$ cat src/rtl/filter_pkg.sv
// Shared constants for the fractional-pel interpolator.
// FILTER_FRAC_EIGHTH_EN selects eighth-pel phases (chroma); quarter-pel otherwise.
package filter_pkg;

`ifdef FILTER_FRAC_EIGHTH_EN
    localparam int FRAC_W = 3;
`else
    localparam int FRAC_W = 2;
`endif

    localparam int FRAC_ONE   = 1 << FRAC_W;
    localparam int FRAC_SHIFT = 2 * FRAC_W;
    localparam int FRAC_RND   = (FRAC_ONE * FRAC_ONE) / 2;

    typedef logic [FRAC_W-1:0] frac_t;

endpackage

$ cat src/rtl/filter_tap2.sv
// Weighted 2-tap sum: (W-frac)*a + frac*b with W = 1<<FRAC_W, unrounded.
module filter_tap2 #(
    parameter int IN_W   = 8,
    parameter int FRAC_W = 2
) (
    input  logic [IN_W-1:0]        a,
    input  logic [IN_W-1:0]        b,
    input  logic [FRAC_W-1:0]      frac,
    output logic [IN_W+FRAC_W-1:0] sum
);

    localparam int OUT_W = IN_W + FRAC_W;

    logic [FRAC_W:0]  wa;
    logic [OUT_W-1:0] pa;
    logic [OUT_W-1:0] pb;

    // The weights always add up to W, so the sum never exceeds W*max(a,b) and fits OUT_W.
    always_comb begin
        wa  = (FRAC_W+1)'(1 << FRAC_W) - {1'b0, frac};
        pa  = OUT_W'(a) * OUT_W'(wa);
        pb  = OUT_W'(b) * OUT_W'(frac);
        sum = pa + pb;
    end

endmodule

$ cat src/rtl/filter_frac_2d.sv
// Pipelined separable bilinear fractional-pel interpolator with a one-row line register.
// Phase width comes from filter_pkg (FILTER_FRAC_EIGHTH_EN selects eighth-pel).
module filter_frac_2d
    import filter_pkg::*;
#(
    parameter int N_PIX     = 8,
    parameter int BIT_DEPTH = 8
) (
    input  logic                           clk,
    input  logic                           rst,
    input  logic                           in_valid,
    output logic                           in_ready,
    input  logic [N_PIX*BIT_DEPTH-1:0]     in_pix,
    input  logic                           in_first,
    input  logic                           in_last,
    input  logic [FRAC_W-1:0]              in_frac_x,
    input  logic [FRAC_W-1:0]              in_frac_y,
    output logic                           out_valid,
    input  logic                           out_ready,
    output logic [(N_PIX-1)*BIT_DEPTH-1:0] out_pix,
    output logic                           out_last
);

    localparam int N_OUT = N_PIX - 1;
    localparam int H_W   = BIT_DEPTH + FRAC_W;
    localparam int V_W   = BIT_DEPTH + 2 * FRAC_W;
    localparam int ACC_W = V_W + 1;

    logic                        enable;
    logic                        produce;
    frac_t                       fx_q;
    frac_t                       fy_q;
    frac_t                       fx_eff;
    frac_t                       s1_fy;
    logic                        s1_valid;
    logic                        s1_first;
    logic                        s1_last;
    logic                        line_valid;
    logic [N_OUT-1:0][H_W-1:0]   h_comb;
    logic [N_OUT-1:0][H_W-1:0]   s1_h;
    logic [N_OUT-1:0][H_W-1:0]   line_h;
    logic [N_OUT-1:0][V_W-1:0]   v_sum;
    logic [N_OUT*BIT_DEPTH-1:0]  v_pix;

    assign enable   = !out_valid || out_ready;
    assign in_ready = enable;
    assign fx_eff   = in_first ? in_frac_x : fx_q;
    assign produce  = !s1_first && line_valid;

    for (genvar k = 0; k < N_OUT; k++) begin : g_tap
        logic [ACC_W-1:0] acc;

        filter_tap2 #(.IN_W(BIT_DEPTH), .FRAC_W(FRAC_W)) u_h (
            .a    (in_pix[k*BIT_DEPTH +: BIT_DEPTH]),
            .b    (in_pix[(k+1)*BIT_DEPTH +: BIT_DEPTH]),
            .frac (fx_eff),
            .sum  (h_comb[k])
        );

        filter_tap2 #(.IN_W(H_W), .FRAC_W(FRAC_W)) u_v (
            .a    (line_h[k]),
            .b    (s1_h[k]),
            .frac (s1_fy),
            .sum  (v_sum[k])
        );

        // Rounded result always fits BIT_DEPTH, so plain truncation after the shift is safe.
        assign acc = {1'b0, v_sum[k]} + ACC_W'(FRAC_RND);
        assign v_pix[k*BIT_DEPTH +: BIT_DEPTH] = BIT_DEPTH'(acc >> FRAC_SHIFT);
    end

    // Stage 1: horizontal result; fy travels with the row so a restart cannot skew older rows.
    always_ff @(posedge clk or posedge rst) begin
        if (rst) begin
            fx_q     <= '0;
            fy_q     <= '0;
            s1_fy    <= '0;
            s1_valid <= 1'b0;
            s1_first <= 1'b0;
            s1_last  <= 1'b0;
            s1_h     <= '0;
        end else if (enable) begin
            s1_valid <= in_valid;
            if (in_valid) begin
                s1_h     <= h_comb;
                s1_first <= in_first;
                s1_last  <= in_last;
                s1_fy    <= in_first ? in_frac_y : fy_q;
                if (in_first) begin
                    fx_q <= in_frac_x;
                    fy_q <= in_frac_y;
                end
            end
        end
    end

    // Stage 2: vertical result, then the current row becomes the previous row.
    always_ff @(posedge clk or posedge rst) begin
        if (rst) begin
            out_valid  <= 1'b0;
            out_pix    <= '0;
            out_last   <= 1'b0;
            line_h     <= '0;
            line_valid <= 1'b0;
        end else if (enable) begin
            if (s1_valid) begin
                out_valid  <= produce;
                if (produce) begin
                    out_pix  <= v_pix;
                    out_last <= s1_last;
                end
                line_h     <= s1_h;
                line_valid <= !s1_last;
            end else begin
                out_valid <= 1'b0;
            end
        end
    end

endmodule

$ cat config.mk
export PLATFORM = sky130hd
export DESIGN_NAME = filter_frac_2d
export DESIGN_NICKNAME = d
export VERILOG_FILES = /design/src/rtl/filter_pkg.sv /design/src/rtl/filter_tap2.sv /design/src/rtl/filter_frac_2d.sv
export SDC_FILE = /design/constraint.sdc
export NUM_CORES = 1
export LEC_CHECK = 0
export ABC_AREA = 1
export BUFFER_PORTS_ARGS = -buffer_cell sky130_fd_sc_hd__buf_4
export CAP_MARGIN = 30
export CORE_MARGIN = 10
export CORE_UTILIZATION = 45
export DETAILED_ROUTE_END_ITERATION = 12
export HOLD_SLACK_MARGIN = 0.1
export PLACE_DENSITY_LB_ADDON = 0.1
export SYNTH_ARGS = -nofsm -noshare
export SYNTH_HDL_FRONTEND = slang
export SYNTH_SLANG_ARGS = --single-unit
$ cat constraint.sdc
create_clock -name clk -period 8.4 [get_ports clk]
set_input_delay 1.68 -clock clk [delete_from_list [all_inputs] [get_ports clk]]
set_output_delay 1.68 -clock clk [all_outputs]
set_load 0.01 [all_outputs]
Word-level counts from Yosys, hierarchy flattened:

Index checks and enable logic that the tools add are counted.

* $add $sub $neg: 23
* multiply operators: 28
* div/mod/pow operators: 0
* $lt $le $gt $ge: 0
* eq/ne operators: 0
* shift operators: 0
* mux-type cells: 3
* bitwise logic cells: 0
* reduce and logical (&&, ||, !) cells: 9

Operators with widths (count)
* adder 12 bit: 7
* adder 12 x 4 -> 12 bit, second input constant: 7
* multiplier 10 x 2 -> 12 bit: 7
* multiplier 10 x 3 -> 12 bit: 7
* adder 10 bit: 7
* multiplier 8 x 2 -> 10 bit: 7
* multiplier 8 x 3 -> 10 bit: 7
* AND reduction 3 bit: 2
* subtractor 3 x 2 -> 3 bit, first input constant: 2
* 2-to-1 mux 2 bit: 2
* AND reduction 2 bit: 2
* logical NOT 1 bit: 3
* logical AND 1 bit: 1
* logical OR 1 bit: 1
* 2-to-1 mux 1 bit: 1

* register bits after elaboration: 206
* bits in latches: 0
* memory bits (writable): 0
* memory bits (read-only): 0
* input port bits: 74
* output and inout port bits: 59
* word-level logic and storage cells: 86
* memories: 0

Logic depth before layout (Yosys ltp):

* depth after elaboration: 4
* mapped depth: 27

Cells and area by module:

From an unflattened synthesis, not the netlist that was laid out.

* cells, all modules: 4457
* area, all modules: 29550.8 um^2

Modules (own cells, without submodules)
* filter_frac_2d: instances 1, cells an instance 1089, area each 8879.8 um^2, seq. area each 5154.9 um^2
* filter_tap2 (g_tap[0].u_v ...): instances 4, cells an instance 273, area each 1662.8 um^2, seq. area each 0.0 um^2
* filter_tap2 (g_tap[0].u_h ...): instances 4, cells an instance 207, area each 1283.7 um^2, seq. area each 0.0 um^2
* filter_tap2 (g_tap[5].u_v ...): instances 2, cells an instance 275, area each 1671.6 um^2, seq. area each 0.0 um^2
* filter_tap2 (g_tap[5].u_h ...): instances 2, cells an instance 208, area each 1295.0 um^2, seq. area each 0.0 um^2
* filter_tap2 (g_tap[4].u_v): instances 1, cells an instance 275, area each 1664.1 um^2, seq. area each 0.0 um^2
* filter_tap2 (g_tap[4].u_h): instances 1, cells an instance 207, area each 1287.5 um^2, seq. area each 0.0 um^2

Least setup slack after synthesis:

No wires, ideal clock.

* path type: input to register
* start point: input in_first
* end point: register s1_h[16] in the netlist's numbering
* data arrival time: 5643 ps
* data required time: 8265 ps
* path slack: 2623 ps
* stages: 22
* buffers on the path: 5
* path through: or2_2 > nand2_1 > buf_4 > buf_2 > ha_1 > buf_2 > buf_2 > buf_2 > nand2_1 > inv_1 > fa_1 > fa_1 > inv_1 > fa_1 > inv_1 > ha_1 > nand2_1 > inv_1 > nand3_1 > o21ai_0 > xor2_1 > o21ai_0

* longest elaborated chain between the ends: 4
* elaborated cells on any way between the ends: 5
* classes of those cells: add/sub: 2; mul: 2; mux: 1

Ends and longest elaborated chain
* start: declaration: RTL line filter_frac_2d.sv:14 `input logic in_first,`
* 2-to-1 mux 2 bit (*)
* subtractor 3 x 2 -> 3 bit: RTL line filter_tap2.sv:20 `wa = (FRAC_W+1)'(1 << FRAC_W) - {1'b0, frac};`
* multiplier 8 x 3 -> 10 bit: RTL line filter_tap2.sv:21 `pa = OUT_W'(a) * OUT_W'(wa);`
* adder 10 bit (*): RTL line filter_tap2.sv:23 `sum = pa + pb;`
* end signal: assignment: RTL line filter_frac_2d.sv:85 `s1_h <= h_comb;`
* end: declaration: RTL line filter_frac_2d.sv:40 `logic [N_OUT-1:0][H_W-1:0] s1_h;`

Every way passes the cells marked *; elsewhere a longest branch is shown, timed or not.
A chain may end at the register's enable or synchronous reset.

Worst setup path after layout:

* start point: input in_first
* end point: register s1_h[9] in the netlist's numbering

Same word-level chain as after synthesis.

==> summary.md <==
| Metric | Value |
|---|---|
| Hold_ws | `0.4763 ns` |
| Layout area overhead | `9.622%` |
| Seq/Total Area, Yosys | `0.1890` |
| Wire length per cell | `14.17 um` |
| N_diodes | `0` |
| Number of hold buffers added after cts | `0` |
| Cells after Synth | `3821` |
| Port Buf Inserts | `132` |
| Post-CTS Setup Inserts | `0` |
| Die height | `266.2 um` |
| Crit-path cells | `buf_4 -> or2_2 -> nand2_2 -> ha_2 -> buf_4 -> nand2_1 -> inv_1 -> fa_1 -> fa_1 -> inv_1 -> fa_1 -> inv_1 -> ha_1 -> inv_1 -> o21ai_0 -> nand3_1 -> nand3_1 -> nand2_1 -> nand3_1 -> nand2_1` |
| Startpoint type of the worst setup path | `primary input` |
| Filler cell count | `6226` |
| Syn. warnings | `0` |
| Layout cell share with drive strength beyond 1 | `0.05726` |
| Critical Path Most Common Cell | `inv_1` |
| Clk sinks | `206` |
| Ports | `133` |
| CTS buffer count | `27` |
| Post-detail-place hpwl | `51.12 mm` |
| Setup_tns | `0 ns` |
| CP Data Arrival Time | `5.99 ns` |
| Largest net degree at the start of global routing | `136` |
| CTS tree | `built` |
| Drt total wl | `66.50 mm` |
| Final hold vios | `0` |
| Slew HR | `0.3638` |
| Cts repair resizes | `0` |
| Drt first pass iters | `6` |
| Initial DRC Count | `1681` |
| Clock slew at reported path FFs | `0.06 ns` |
| Worst slew pin tran | `0.9542 ns` |
| Clock Skew | `0.04279 ns` |
| CTS HTree Levels | `1` |
| Syn nets | `4457` |
| Post-synth cell types | `38` |
| Worst Hold Class | `reg -> reg` |
| Max-Cap Viols | `0` |
| Min Tclk post-route | `5.545 ns` |
| Bufs and invs on worst path | `6` |
| CP max FO | `31` |
| DP Cell Count | `4644` |
| Status | `finished clean` |
| Synth top area cells | `fa_1, dfrtp_1, inv_1` |
| Initial Util | `0.4537` |
| Post-synth top area share | `0.2319` |
| Site Rows | `90` |
| Core Region | `60130 sq um` |
| Avg Inst Size Synth | `7.139 sq um` |
| Mapped Area | `27280 sq um` |
| Vias in the first global route | `21410` |
| Vias per cell | `4.660` |
| RSZ-0062 raised after global routing | `false` |
| Most frequent cells in the layout | `inv_1, nand2_1, fa_1, ha_1, dfrtp_1` |
| Initial antenna violation count | `0` |
| First-pass GRT wire length | `112.0 mm` |
| Die width | `266.2 um` |
| Final Wtd Congestion | `0.8930` |
| Crit-path leading delay family | `adder cells` |
| Max-slew violation count | `0` |
| Period utilization | `0.6601` |
| CP peak stage delay | `0.61 ns` |
| F_max | `180.4 MHz` |
| Overflow after GRT | `0` |
| Critical Path RT | `8.85 ns` |
| Clock Latency Late Sink | `0.59 ns` |
| Layout net count | `4527` |
| Vias | `21870` |
| Post-DRT Antenna Nets | `0` |
| Overall global routing resource usage | `0.1926` |
| Final non-filler cell total | `4694` |
| Drc violations | `0` |
| Die area | `70870 sq um` |
| Synth Register Bits | `206` |
| WS Path Type | `in -> reg` |
| Leading area contributor after synthesis | `fa_1` |
| Max Root-Sink Buffers | `3` |
| Nature of the critical path endpoint | `flip-flop` |
| Setup violators final | `0` |
| CTS Root Cell | `clkbuf_16` |
| CP max-delay cell | `ha_2` |
| Commonest non-fill, non-tap cell in the layout | `inv_1` |
[worst paths after layout]
path                                to  cells past startpoint  slack, ns         from
setup / recovery               s1_h[9]                     20       2.86     in_first
hold reg to reg            out_pix[51]                      2       0.48  out_pix[51]
setup reg to reg            out_pix[5]                     23       3.05     s1_fy[1]
max in group asynchronous  out_pix[23]                      3       6.03          rst
min in group asynchronous  out_pix[38]                      2       1.13          rst
hold / removal             out_pix[51]                      2       0.48  out_pix[51]
[through the flow]
step	setup slack, ns	instance area [sq um]	util
after floorplan	1.096	27280	-
after global placement	2.357	28910	0.4808
after detailed placement	2.289	28940	0.4813
after CTS	2.884	29900	0.4973
after global routing	2.498	29900	0.4973
final	2.855	29900	0.4973
[sequential cells by signal (all words and copies together), names as in the netlist, 2 cells and up]
| signal | count |
|---|---|
| fx_q | 2 |
| line_h | 70 |
| out_pix | 56 |
| s1_fy | 2 |
| s1_h | 70 |
[kinds of logic (layout without fill, tap and decap cells)]
kind of cell | after synthesis | after routing | share of synthesized area
simple gates | 1484 | 1484 | 0.2187
flops | 206 | 206 | 0.1890
fa+ha+maj | 562 | 562 | 0.3447
buf+inv | 1252 | 1343 | 0.1754
xor+xnor | 66 | 66 | 0.02146
compound gates | 251 | 251 | 0.05073
[tightest hold or removal path: stages (launching register included)]
cell,delay [ns]
dfrtp_1,0.34
nand2_1,0.05
nand2_1,0.05
[synth_stat cells (all sizes together)]
master,number
a31oi,24
clkbuf,57
o22ai,12
nand3b,3
nand4,32
inv,1148
a21o,10
fa,316
nand2,1090
o21a,14
or2,14
nand2b,2
nor3,12
nor2,164
nand3,165
xnor2,36
ha,246
o21bai,4
xor2,30
o211ai,1
o31ai,4
o21ai,124
dfrtp,206
and2,2
a21oi,58
buf,47
[metal layers]
layer | part of all wire | global-route usage | wire (um)
met5 | 0 | 0 | 0
met4 | 0.011 | 0.02872 | 729
met3 | 0.048 | 0.02131 | 3165
met2 | 0.39 | 0.2789 | 26260
met1 | 0.55 | 0.3051 | 36340
[final cells by class]
class	count	area, sq um	share of cell area
clock buffer	36	749.5	0.02506
multi-input combinational	2363	17350	0.5801
clock inverter	14	215.2	0.007196
sequential	206	5160	0.1725
inverter	1148	4319	0.1444
timing repair buffer	145	1134	0.03791
tap	782	978.4	0.03272
Power is left out: the tool's default activity adds up to more than one toggle a clock period on the data nets, which glitch-free logic cannot reach.
